File: config.mk
export PLATFORM = sky130hd
export DESIGN_NAME = conv_group_sched_flat
export DESIGN_NICKNAME = d
export VERILOG_FILES = /design/src/rtl/conv_group_sched_pkg.sv /design/src/rtl/conv_group_sched_if.sv /design/src/rtl/conv_sum_fifo.sv /design/src/rtl/conv_group_sched.sv /design/src/flat_wrapper.sv
export SDC_FILE = /design/constraint.sdc
export NUM_CORES = 1
export LEC_CHECK = 0
export ABC_CLOCK_PERIOD_IN_PS = 4350
export BUFFER_PORTS_ARGS = -buffer_cell sky130_fd_sc_hd__buf_2
export CAP_MARGIN = 10
export CORE_MARGIN = 2
export CORE_UTILIZATION = 50
export CTS_BUF_LIST = sky130_fd_sc_hd__clkbuf_16
export DETAILED_ROUTE_END_ITERATION = 10
export GPL_ROUTABILITY_DRIVEN = 0
export PLACE_DENSITY = 0.74
export REMOVE_ABC_BUFFERS = 1
export SYNTH_ARGS = -nofsm -noshare
export SYNTH_HDL_FRONTEND = slang
export SYNTH_HIERARCHICAL = 1
export SYNTH_SLANG_ARGS = --single-unit
File: constraint.sdc
create_clock -name clk -period 4.35 [get_ports clk]
set_input_delay 0 -clock clk [delete_from_list [all_inputs] [get_ports clk]]
set_output_delay 0 -clock clk [all_outputs]
set_load 0.03 [all_outputs]
File: src/rtl/conv_group_sched_pkg.sv
// Shared widths, state encoding and in-flight tag layout for the group-sum sequencer.
package conv_group_sched_pkg;
  localparam int DATA_INTER_WIDTH    = 20;
  localparam int CONV_TREE_LAT       = 2;
  localparam int CONV_SUM_FIFO_DEPTH = 4;

  typedef enum logic [1:0] {
    ST_IDLE  = 2'd0,
    ST_RUN   = 2'd1,
    ST_DRAIN = 2'd2
  } sched_state_t;

  typedef struct packed {
    logic v;
    logic first;
    logic last_grp;
    logic last_pix;
  } grp_tag_t;
endpackage

File: src/rtl/conv_group_sched_if.sv
// Operand/sum stream from the adder tree and the pixel output stream.
interface conv_group_sched_if;
  import conv_group_sched_pkg::*;

  logic                        src_valid;
  logic                        src_ready;
  logic [DATA_INTER_WIDTH-1:0] sum_data;
  logic                        out_valid;
  logic                        out_ready;
  logic [DATA_INTER_WIDTH-1:0] out_data;
  logic                        out_last;

  modport slave (
    input  src_valid, sum_data, out_ready,
    output src_ready, out_valid, out_data, out_last
  );

  modport master (
    output src_valid, sum_data, out_ready,
    input  src_ready, out_valid, out_data, out_last
  );
endinterface

File: src/rtl/conv_sum_fifo.sv
// Small synchronous FIFO whose head word and valid flag are held in flops.
module conv_sum_fifo #(
  parameter  int WIDTH = 21,
  parameter  int DEPTH = 4,
  localparam int AW    = $clog2(DEPTH),
  localparam int CW    = AW + 1
) (
  input  logic             clk,
  input  logic             rst,
  input  logic             i_push,
  input  logic [WIDTH-1:0] i_push_data,
  input  logic             i_pop,
  output logic             o_valid,
  output logic [WIDTH-1:0] o_data,
  output logic [CW-1:0]    o_count
);
  logic [WIDTH-1:0] r_mem [DEPTH];
  logic [AW-1:0]    r_wr_ptr, r_rd_ptr;
  logic [CW-1:0]    r_count;
  logic             r_valid;
  logic [WIDTH-1:0] r_data;
  logic             w_pop;
  logic [AW-1:0]    w_rd_next;
  logic [CW-1:0]    w_remain, w_count_next;

  always_comb begin
    w_pop        = i_pop & r_valid;
    w_rd_next    = r_rd_ptr + AW'(w_pop);
    w_remain     = r_count - CW'(w_pop);
    w_count_next = w_remain + CW'(i_push);
  end

  // Head register reloads from storage, or straight from the push when nothing older remains.
  always_ff @(posedge clk) begin
    if (rst) begin
      r_wr_ptr <= '0;
      r_rd_ptr <= '0;
      r_count  <= '0;
      r_valid  <= 1'b0;
      r_data   <= '0;
      for (int i = 0; i < DEPTH; i++) r_mem[i] <= '0;
    end else begin
      if (i_push) begin
        r_mem[r_wr_ptr] <= i_push_data;
        r_wr_ptr        <= r_wr_ptr + AW'(1);
      end
      r_rd_ptr <= w_rd_next;
      r_count  <= w_count_next;
      r_valid  <= (w_count_next != '0);
      if (w_remain != '0) r_data <= r_mem[w_rd_next];
      else if (i_push)    r_data <= i_push_data;
    end
  end

  assign o_valid = r_valid;
  assign o_data  = r_data;
  assign o_count = r_count;
endmodule

File: src/rtl/conv_group_sched.sv
// Issues group operands into the adder tree, accumulates per-pixel sums and queues finished pixels.
module conv_group_sched
  import conv_group_sched_pkg::*;
#(
  parameter int TREE_LAT   = CONV_TREE_LAT,
  parameter int FIFO_DEPTH = CONV_SUM_FIFO_DEPTH,
  parameter int GRP_W      = 8,
  parameter int PIX_W      = 16
) (
  input  logic             clk,
  input  logic             rst,
  input  logic             i_start,
  input  logic [GRP_W-1:0] i_cfg_groups,
  input  logic [PIX_W-1:0] i_cfg_pixels,
  output logic             o_busy,
  output logic             o_done,
  conv_group_sched_if.slave bus
);
  localparam int W   = DATA_INTER_WIDTH;
  localparam int CW  = $clog2(FIFO_DEPTH) + 1;
  localparam int CW1 = CW + 1;

  sched_state_t     r_state, w_state_next;
  logic [GRP_W-1:0] r_cfg_groups, r_grp_cnt;
  logic [PIX_W-1:0] r_cfg_pixels, r_pix_issued;
  logic [CW-1:0]    r_pix_inflight;
  grp_tag_t         r_tag [TREE_LAT];
  logic [W-1:0]     r_acc;
  logic             r_busy, r_done;

  logic             w_done_next, w_src_ready, w_issue;
  logic             w_first, w_last_grp, w_last_pix, w_push, w_pop_last;
  grp_tag_t         w_arr;
  logic [W-1:0]     w_sum;
  logic [CW-1:0]    w_fifo_count;
  logic [CW1-1:0]   w_credit_used;
  logic             w_fifo_valid;
  logic [W:0]       w_fifo_data;

  // A new pixel may only start when a FIFO slot is still unclaimed.
  always_comb begin
    w_first       = (r_grp_cnt == '0);
    w_last_grp    = (r_grp_cnt == r_cfg_groups - GRP_W'(1));
    w_last_pix    = (r_pix_issued == r_cfg_pixels - PIX_W'(1));
    w_credit_used = CW1'(w_fifo_count) + CW1'(r_pix_inflight);
    w_src_ready   = (r_state == ST_RUN) && (r_pix_issued < r_cfg_pixels) &&
                    (!w_first || (w_credit_used < CW1'(FIFO_DEPTH)));
    w_issue       = bus.src_valid & w_src_ready;
    w_arr         = r_tag[TREE_LAT-1];
    w_sum         = w_arr.first ? bus.sum_data : r_acc + bus.sum_data;
    w_push        = w_arr.v & w_arr.last_grp;
    w_pop_last    = w_fifo_valid & bus.out_ready & w_fifo_data[W];
  end

  always_comb begin
    w_state_next = r_state;
    w_done_next  = 1'b0;
    case (r_state)
      ST_IDLE: begin
        if (i_start) begin
          if ((i_cfg_groups == '0) || (i_cfg_pixels == '0)) w_done_next  = 1'b1;
          else                                              w_state_next = ST_RUN;
        end else begin
          w_state_next = ST_IDLE;
        end
      end
      ST_RUN: begin
        if (w_issue && w_last_grp && w_last_pix) w_state_next = ST_DRAIN;
        else                                     w_state_next = ST_RUN;
      end
      ST_DRAIN: begin
        if (w_pop_last) begin
          w_state_next = ST_IDLE;
          w_done_next  = 1'b1;
        end else begin
          w_state_next = ST_DRAIN;
        end
      end
      default: w_state_next = ST_IDLE;
    endcase
  end

  always_ff @(posedge clk) begin
    if (rst) begin
      r_state <= ST_IDLE;
      r_busy  <= 1'b0;
      r_done  <= 1'b0;
    end else begin
      r_state <= w_state_next;
      r_busy  <= (w_state_next != ST_IDLE);
      r_done  <= w_done_next;
    end
  end

  always_ff @(posedge clk) begin
    if (rst) begin
      r_cfg_groups   <= '0;
      r_cfg_pixels   <= '0;
      r_grp_cnt      <= '0;
      r_pix_issued   <= '0;
      r_pix_inflight <= '0;
    end else begin
      if ((r_state == ST_IDLE) && i_start) begin
        r_cfg_groups <= i_cfg_groups;
        r_cfg_pixels <= i_cfg_pixels;
        r_grp_cnt    <= '0;
        r_pix_issued <= '0;
      end else if (w_issue) begin
        if (w_last_grp) begin
          r_grp_cnt    <= '0;
          r_pix_issued <= r_pix_issued + PIX_W'(1);
        end else begin
          r_grp_cnt <= r_grp_cnt + GRP_W'(1);
        end
      end
      r_pix_inflight <= r_pix_inflight + CW'(w_issue & w_first) - CW'(w_push);
    end
  end

  // Tag pipeline mirrors the tree so the last stage lines up with sum_data.
  always_ff @(posedge clk) begin
    if (rst) begin
      for (int i = 0; i < TREE_LAT; i++) r_tag[i] <= '0;
      r_acc <= '0;
    end else begin
      r_tag[0] <= {w_issue, w_first, w_last_grp, w_last_pix};
      for (int i = 1; i < TREE_LAT; i++) r_tag[i] <= r_tag[i-1];
      if (w_arr.v) r_acc <= w_sum;
    end
  end

  conv_sum_fifo #(
    .WIDTH (W + 1),
    .DEPTH (FIFO_DEPTH)
  ) u_fifo (
    .clk         (clk),
    .rst         (rst),
    .i_push      (w_push),
    .i_push_data ({w_arr.last_pix, w_sum}),
    .i_pop       (bus.out_ready),
    .o_valid     (w_fifo_valid),
    .o_data      (w_fifo_data),
    .o_count     (w_fifo_count)
  );

  assign bus.src_ready = w_src_ready;
  assign bus.out_valid = w_fifo_valid;
  assign bus.out_data  = w_fifo_data[W-1:0];
  assign bus.out_last  = w_fifo_data[W];
  assign o_busy        = r_busy;
  assign o_done        = r_done;
endmodule
File: src/flat_wrapper.sv
// flat-port wrapper written by rule: the top's interface ports become plain ports
module conv_group_sched_flat import conv_group_sched_pkg::*;
#(
  parameter int TREE_LAT   = CONV_TREE_LAT,
  parameter int FIFO_DEPTH = CONV_SUM_FIFO_DEPTH,
  parameter int GRP_W      = 8,
  parameter int PIX_W      = 16
)
  (clk, rst, i_start, i_cfg_groups, i_cfg_pixels, o_busy, o_done, bus_src_valid, bus_sum_data, bus_out_ready, bus_src_ready, bus_out_valid, bus_out_data, bus_out_last);
  conv_group_sched_if bus_i ();
  input  logic clk;
  input  logic rst;
  input  logic i_start;
  input  logic [GRP_W-1:0] i_cfg_groups;
  input  logic [PIX_W-1:0] i_cfg_pixels;
  output logic o_busy;
  output logic o_done;
  input wire logic [$bits(bus_i.src_valid)-1:0] bus_src_valid;
  input wire logic [$bits(bus_i.sum_data)-1:0] bus_sum_data;
  input wire logic [$bits(bus_i.out_ready)-1:0] bus_out_ready;
  output wire logic [$bits(bus_i.src_ready)-1:0] bus_src_ready;
  output wire logic [$bits(bus_i.out_valid)-1:0] bus_out_valid;
  output wire logic [$bits(bus_i.out_data)-1:0] bus_out_data;
  output wire logic [$bits(bus_i.out_last)-1:0] bus_out_last;
  assign bus_i.src_valid = bus_src_valid;
  assign bus_i.sum_data = bus_sum_data;
  assign bus_i.out_ready = bus_out_ready;
  assign bus_src_ready = bus_i.src_ready;
  assign bus_out_valid = bus_i.out_valid;
  assign bus_out_data = bus_i.out_data;
  assign bus_out_last = bus_i.out_last;
  conv_group_sched #(.TREE_LAT(TREE_LAT), .FIFO_DEPTH(FIFO_DEPTH), .GRP_W(GRP_W), .PIX_W(PIX_W)) u_core (.clk(clk), .rst(rst), .i_start(i_start), .i_cfg_groups(i_cfg_groups), .i_cfg_pixels(i_cfg_pixels), .o_busy(o_busy), .o_done(o_done), .bus(bus_i));
endmodule
==> Word level (Yosys, flattened, before mapping) <==
Memories as Yosys holds them, arrays and structs flattened.
Cells that the tools add are included.
Widths: inputs -> output; s select.
{ "classes": {"add_sub_neg": 12, "n_lt_le_gt_ge": 2, "eq_ne": 4, "mux": 24, "bitwise_logic": 7, "reduce_logical": 19} }
{ "op_table": {"columns": ["cell", "n"], "rows": [
  ["$mux 21", 3],
  ["$reduce_or 21->1", 1],
  ["$add 20x20->20", 1],
  ["$mux 20", 1],
  ["$add 16x1->16 const B", 1],
  ["$eq 16x16->1", 1],
  ["$logic_not 16->1", 1],
  ["$logic_not 8->1", 2],
  ["$lt 16x16->1", 1],
  ["$sub 16x1->16 const B", 1],
  ["$mux 1", 10],
  ["$mux 2", 5],
  ["$add 8x1->8 const B", 1],
  ["$eq 8x8->1", 1],
  ["$mux 4", 2],
  ["$mux 8", 1],
  ["$sub 8x1->8 const B", 1],
  ["$pmux 2 s3", 1],
  ["$reduce_bool 3->1", 2],
  ["$sub 3x1->3", 2],
  ["$and 1x1->1", 5],
  ["$logic_and 1x1->1", 5],
  ["$add 3x3->4", 1],
  ["$lt 4x3->1 const B", 1],
  ["other kinds (14)", 17]
]} }
{ "word_totals": {"register_bits": 104, "ramBits": 92, "inputBits": 49, "output_inout_bits": 25, "word_cells": 84, "memories": 2} }
{ "mem_list": {"columns": ["name", "depth", "word_bits", "read_ports", "rd_clocked_by_memory_dff", "write_ports", "line", "rtl"], "rows": [
  ["u_core.u_fifo.r_mem", 4, 21, 1, 0, 4, "conv_sum_fifo.sv:17", "logic [WIDTH-1:0] r_mem [DEPTH];"],
  ["u_core.r_tag", 2, 4, 2, 0, 2, "conv_group_sched.sv:27", "grp_tag_t r_tag [TREE_LAT];"]
]} }

==> Logic depth before layout (Yosys ltp) <==
{ "depth": {"word_depth": 10, "ltp_mapped": 16} }

==> Cells and area by module <==
Netlist, hierarchy kept.
{ "modules_own_cells": {"columns": ["module", "instances", "cells_each", "area_per_inst_um2"], "rows": [
  ["conv_group_sched", 1, 771, 5846.9],
  ["conv_sum_fifo", 1, 358, 4916.0]
]} }

==> Least setup slack after synthesis <==
OpenSTA, ideal clock, no wires.
{ "synth_timing": {"path_kind": "flip-flop to flip-flop", "from": "register u_core.r_pix_inflight[2]", "to": "register u_core.r_pix_inflight[2]", "setup_ps": 128, "arrival_time_ps": 2953, "t_required_ps": 4222, "path_slack_ps": 1269, "path_stages_with_launch": 15, "period_less_slack_ps": 3081, "cell_sequence": "dfxtp_1 ha_1 or3_1 o211a_1 a2111oi_2 and3_1 buf_4 nand3_1 ha_1 inv_1 ha_1 inv_1 fa_1 xnor2_1 nor2_1"} }
{ "synth_between": {"elab_chain_len": 8} }
{ "synth_lines": {"columns": ["item", "line", "rtl"], "rows": [
  ["start: declaration", "conv_group_sched.sv:26", "logic [CW-1:0] r_pix_inflight;"],
  ["start signal: assignment", "conv_group_sched.sv:116", "r_pix_inflight <= r_pix_inflight + CW'(w_issue & w_first) - CW'(w_push);"],
  ["$add 3x3->4", "conv_group_sched.sv:45", "w_credit_used = CW1'(w_fifo_count) + CW1'(r_pix_inflight);"],
  ["$lt 4x3->1", "conv_group_sched.sv:47", "(!w_first || (w_credit_used < CW1'(FIFO_DEPTH)));"],
  ["$logic_or 1x1->1", "conv_group_sched.sv:47", null],
  ["$logic_and 1x1->1", "conv_group_sched.sv:46", "w_src_ready = (r_state == ST_RUN) && (r_pix_issued < r_cfg_pixels) &&"],
  ["$and 1x1->1", "conv_group_sched.sv:48", "w_issue = bus.src_valid & w_src_ready;"],
  ["$and 1x1->1", "conv_group_sched.sv:116", null],
  ["$add 3x3->3 (*)", "conv_group_sched.sv:116", null],
  ["$sub 3x1->3 (*)", "conv_group_sched.sv:116", null]
]} }
Mark *: on every way between the ends. The rest lies on a longest branch, timed or not.
A chain may end at the register's enable or synchronous reset.

==> Final worst setup path <==
{ "layout_timing": {"from": "register u_core.r_cfg_pixels[9]", "to": "register u_core.r_pix_inflight[2]"} }
{ "layout_between": {"elab_chain_len": 7} }
{ "layout_lines": {"columns": ["item", "line", "rtl"], "rows": [
  ["start: declaration", "conv_group_sched.sv:25", "logic [PIX_W-1:0] r_cfg_pixels, r_pix_issued;"],
  ["start signal: assignment", "conv_group_sched.sv:105", "r_cfg_pixels <= i_cfg_pixels;"],
  ["$lt 16x16->1", "conv_group_sched.sv:46", null],
  ["$logic_and 1x1->1 (2 in a row)", "conv_group_sched.sv:46", null],
  ["$and 1x1->1", "conv_group_sched.sv:48", null],
  ["$and 1x1->1", "conv_group_sched.sv:116", null],
  ["$add 3x3->3", "conv_group_sched.sv:116", null],
  ["$sub 3x1->3", "conv_group_sched.sv:116", null]
]} }
Every way passes these cells.

==> results.tsv <==
stage	metric	value	unit
power_and_ir_drop	share of total power in combinational logic	25.8	%
cells_and_area	most frequent cells in the layout	nor2_1, nand2_1, dfxtp_1	
cells_and_area	Area growth, synth to finish	14.0	%
critical_path	cells along the critical path	inv_1, ha_1, a21oi_1, o21ai_0, a2111oi_2, and3_1, nand3_1, ha_1, inv_1, ha_1, inv_1, fa_1, xnor2_1, nor2_1	
routing	number of nets with antenna violations after routing	0	
die	die height	151	um
synthesis	Seq/Total Area, Yosys	44.3	%
die	total core area	21100	um2
power_and_ir_drop	sequential share of power	42.0	%
grt	first-pass GRT wire length	40600	um
timing	skew final	17.2	ps
synthesis	Synth top area share	23.4	%
timing	setup TNS	0	ps
timing	worst slew pin tran	993	ps
power_and_ir_drop	Clock Power Share	32.1	%
cells_and_area	Storage cell area	4760	um2
critical_path	crit start category	register	
routing	DRT Pass-1 Iters	6	
critical_path	endpoint type of the worst setup path	register	
routing	drc violations	0	
synthesis	Syn Inst Count	1129	
cells_and_area	fin util	58.2	%
power_and_ir_drop	Internal	0.00345	W
clock_tree	clk_lat worst skew	450	ps
power_and_ir_drop	pwr dens	414	nW/um2
min_path	min-delay src	bus_sum_data[0]	
die	num rows	53	
power_and_ir_drop	P_sw	0.00163	W
die	Starting Density	51.0	%
grt	total congestion overflow	0	
timing	Period minus WS final	3450	ps
clock_tree	CTS max path bufs	2	
critical_path	Setup CP Type	reg -> reg	
timing	Relative slew margins	33.8	%
power_and_ir_drop	total leakage power	4.98	nW
critical_path	reg2reg setup slack	900	ps
clock_tree	clk slew on worst S/H paths	80	ps
cells_and_area	area of the multi-input gates	5530	um2
power_and_ir_drop	power after layout	0.00508	W
clock_tree	post-cts resize count	0	
clock_tree	CTS Buf Count	17	
placed_design	dpl cells	1435	
die	Ports	74	
clock_tree	root buf cell	clkbuf_16	
grt	initial antenna violation count	0	
timing	Final Hold Fails	0	
min_path	Worst Hold End	u_core/r_acc[0]$_SDFFE_PP0P_	
cells_and_area	Final #Nets	1307	
cells_and_area	share of cells above drive strength 1	15.1	%
critical_path	CP delay by family, top	adder cells	
die	Die X-Extent	151	um
power_and_ir_drop	sw frac	32.1	%
timing	Slew Limit Fails	0	
grt	number of global-route vias before repair	8126	
placed_design	post-DP HPWL	17200	um
cells_and_area	Finished Layout Cells	1497	
critical_path	max incr delay on CP	490	ps
power_and_ir_drop	maximum vdd drop	0.000271	V
min_path	HP Class	in -> reg	
critical_path	Reg2Reg Depth	14	
cells_and_area	commonest non-fill, non-tap cell in the layout	nor2_1	
placed_design	port bufs	73	
min_path	Hold Crit Depth	4	
clock_tree	CTS tree	yes	
clock_tree	Clock Sinks	196	
status	outcome	finished, final reports clean	
clock_tree	Post-CTS Hold Buffers	29	
grt	gr usage total	22.7	%
clock_tree	post-CTS setup repair buffer count	0	
timing	fmax	290	MHz
routing	number of DRC markers in iteration 0	555	
synthesis	asr flop ratio synth	0	%
synthesis	synthesis-stage register bit count	196	
critical_path	crit path max fanout	9	
synthesis	Post-synth EDFFs	84	
critical_path	CP arrival	3760	ps
critical_path	RR Endpoint	u_core/r_pix_inflight[2]$_SDFF_PP0_	
clock_tree	H-tree Lvls	4	
grt	largest net degree at the start of global routing	46	
flow_run	Max Cap Viol	0	
synthesis	Yosys cell types	69	
synthesis	Mapped Avg Cell Area	9.53	um2
synthesis	Yosys warnings	6	
die	DIE AREA	22700	um2
critical_path	Critical R2R Launch	u_core/r_cfg_pixels[9]$_SDFFE_PP0P_	
routing	Routed WL	25100	um
routing	Via Count	8427	
cells_and_area	Layout fillers	1782	
timing	final setup fails	0	
routing	Vias/cell	5.63	
synthesis	cell taking the most area after synthesis	edfxtp_1	
synthesis	Area contributors post-synth	edfxtp_1, dfxtp_1, ha_1	
timing	Final Cycle Share	79.3	%
timing	RSZ-0062 raised after global routing	no	
synthesis	Synth Flop Type	dfxtp_1	
critical_path	Crit-path slowest cell	dfxtp_1	
synthesis	Post-Syn Area	10800	um2
routing	DR WL/cell	16.7	um
critical_path	Critical Path RT	4660	ps
critical_path	Worst Path Buf+Inv	3	
==> worst max-delay path by stage <==
| stage | start | endpoint | slack, ps | depth (start not counted) |
|---|---|---|---|---|
| finish | u_core/r_cfg_pixels[9]$_SDFFE_PP0P_ | u_core/r_pix_inflight[2]$_SDFF_PP0_ | 900 | 14 |
| global route | u_core/r_cfg_pixels[9]$_SDFFE_PP0P_ | u_core/r_pix_inflight[2]$_SDFF_PP0_ | 630 | 14 |
| CTS | u_core/r_pix_inflight[2]$_SDFF_PP0_ | u_core/r_pix_inflight[2]$_SDFF_PP0_ | 890 | 13 |
| global placement | u_core/r_pix_inflight[2]$_SDFF_PP0_ | u_core/r_pix_inflight[2]$_SDFF_PP0_ | 1060 | 13 |
| detailed placement | u_core/r_pix_inflight[2]$_SDFF_PP0_ | u_core/r_pix_inflight[2]$_SDFF_PP0_ | 960 | 13 |
| floorplan | u_core/r_tag[0][7]$_SDFF_PP0_ | u_core/u_fifo/r_mem[0][0]$_SDFFCE_PN0P_ | 690 | 4 |
==> power by group through the flow <==
stage	sequential [W]	combinational, W	clock (W)
floorplan	0.00230	0.000815	0
global placement	0.00217	0.00126	0
detailed placement	0.00218	0.00128	0
CTS	0.00214	0.00132	0.00167
global route	0.00215	0.00142	0.00174
finish	0.00214	0.00131	0.00163
==> routing by layer <==
metal | up-vias | track usage (%) | routed length (um)
met5 | - | 0 | 0
met4 | 0 | 7.24 | 534
met3 | 48 | 4.27 | 1250
met2 | 224 | 36.9 | 12000
met1 | 3994 | 30.6 | 11300
li1 | 4161 | - | -
==> cell families (layout without fill, tap and decap cells) <==
| family | Yosys count | in the layout | synth area share (%) |
|---|---|---|---|
| compound gates | 183 | 183 | 10.8 |
| fa+ha+maj | 50 | 50 | 5.95 |
| xor+xnor | 56 | 56 | 4.56 |
| simple gates | 447 | 447 | 20.1 |
| other cells | 0 | 1 | 0 |
| buf+inv | 121 | 213 | 4.52 |
| mux | 76 | 76 | 9.78 |
| flops | 196 | 196 | 44.3 |
==> synth_stat cells, drive strengths merged (5+ instances only) <==
cell / count
o31ai: 5
nand4: 15
or2: 7
dfxtp: 112
o21a: 5
o211ai: 6
nor2b: 14
buf: 17
nor2: 137
a31oi: 7
inv: 66
nand2b: 7
and3: 19
nor3: 14
mux2i: 32
ha: 48
a211oi: 8
xnor2: 36
a21oi: 67
nor4: 18
or3: 21
edfxtp: 84
mux4: 21
nor3b: 6
xor2: 20
a21o: 6
o21ai: 43
and2: 31
nand3: 19
mux2: 23
clkbuf: 38
nand2: 127
==> state kept, by name, indices dropped and copies added (netlist names), 2 cells and up <==
register and count:
u_core/r_state 2, u_core/u_fifo/o_count 3, u_core/r_pix_inflight 3, u_core/r_pix_issued 16, u_core/u_fifo/r_mem 84, u_core/r_tag 8, u_core/r_cfg_pixels 16, u_core/u_fifo/o_data 21
u_core/u_fifo/r_rd_ptr 2, u_core/u_fifo/r_wr_ptr 2, u_core/r_cfg_groups 8, u_core/r_acc 20, u_core/r_grp_cnt 8
==> cell type report <==
class | instances | area share, %
Clock inverter | 15 | 1.59
Tap cell | 275 | 2.81
Sequential cell | 196 | 38.8
Timing Repair Buffer | 115 | 6.14
Inverter | 66 | 2.02
Multi-Input combinational cell | 812 | 45.1
Antenna cell | 1 | 0.0204
Clock buffer | 17 | 3.47
==> through the flow <==
| stage | hold slack (ps) | cell area (um2) | setup slack [ps] |
|---|---|---|---|
| floorplan | 64.6 | 10500 | 691 |
| global placement | 260 | 11400 | 1060 |
| detailed placement | 258 | 11400 | 964 |
| CTS | 14.1 | 12300 | 891 |
| global route | 48.4 | 12300 | 632 |
| finish | 36.2 | 12300 | 903 |
==> tightest hold or removal path, stage by stage <==
cell and delay (ps):
buf_2 90, mux2_2 200, mux2i_1 80, nor2_1 80
Note: power is estimated with default switching activity, not from simulation.
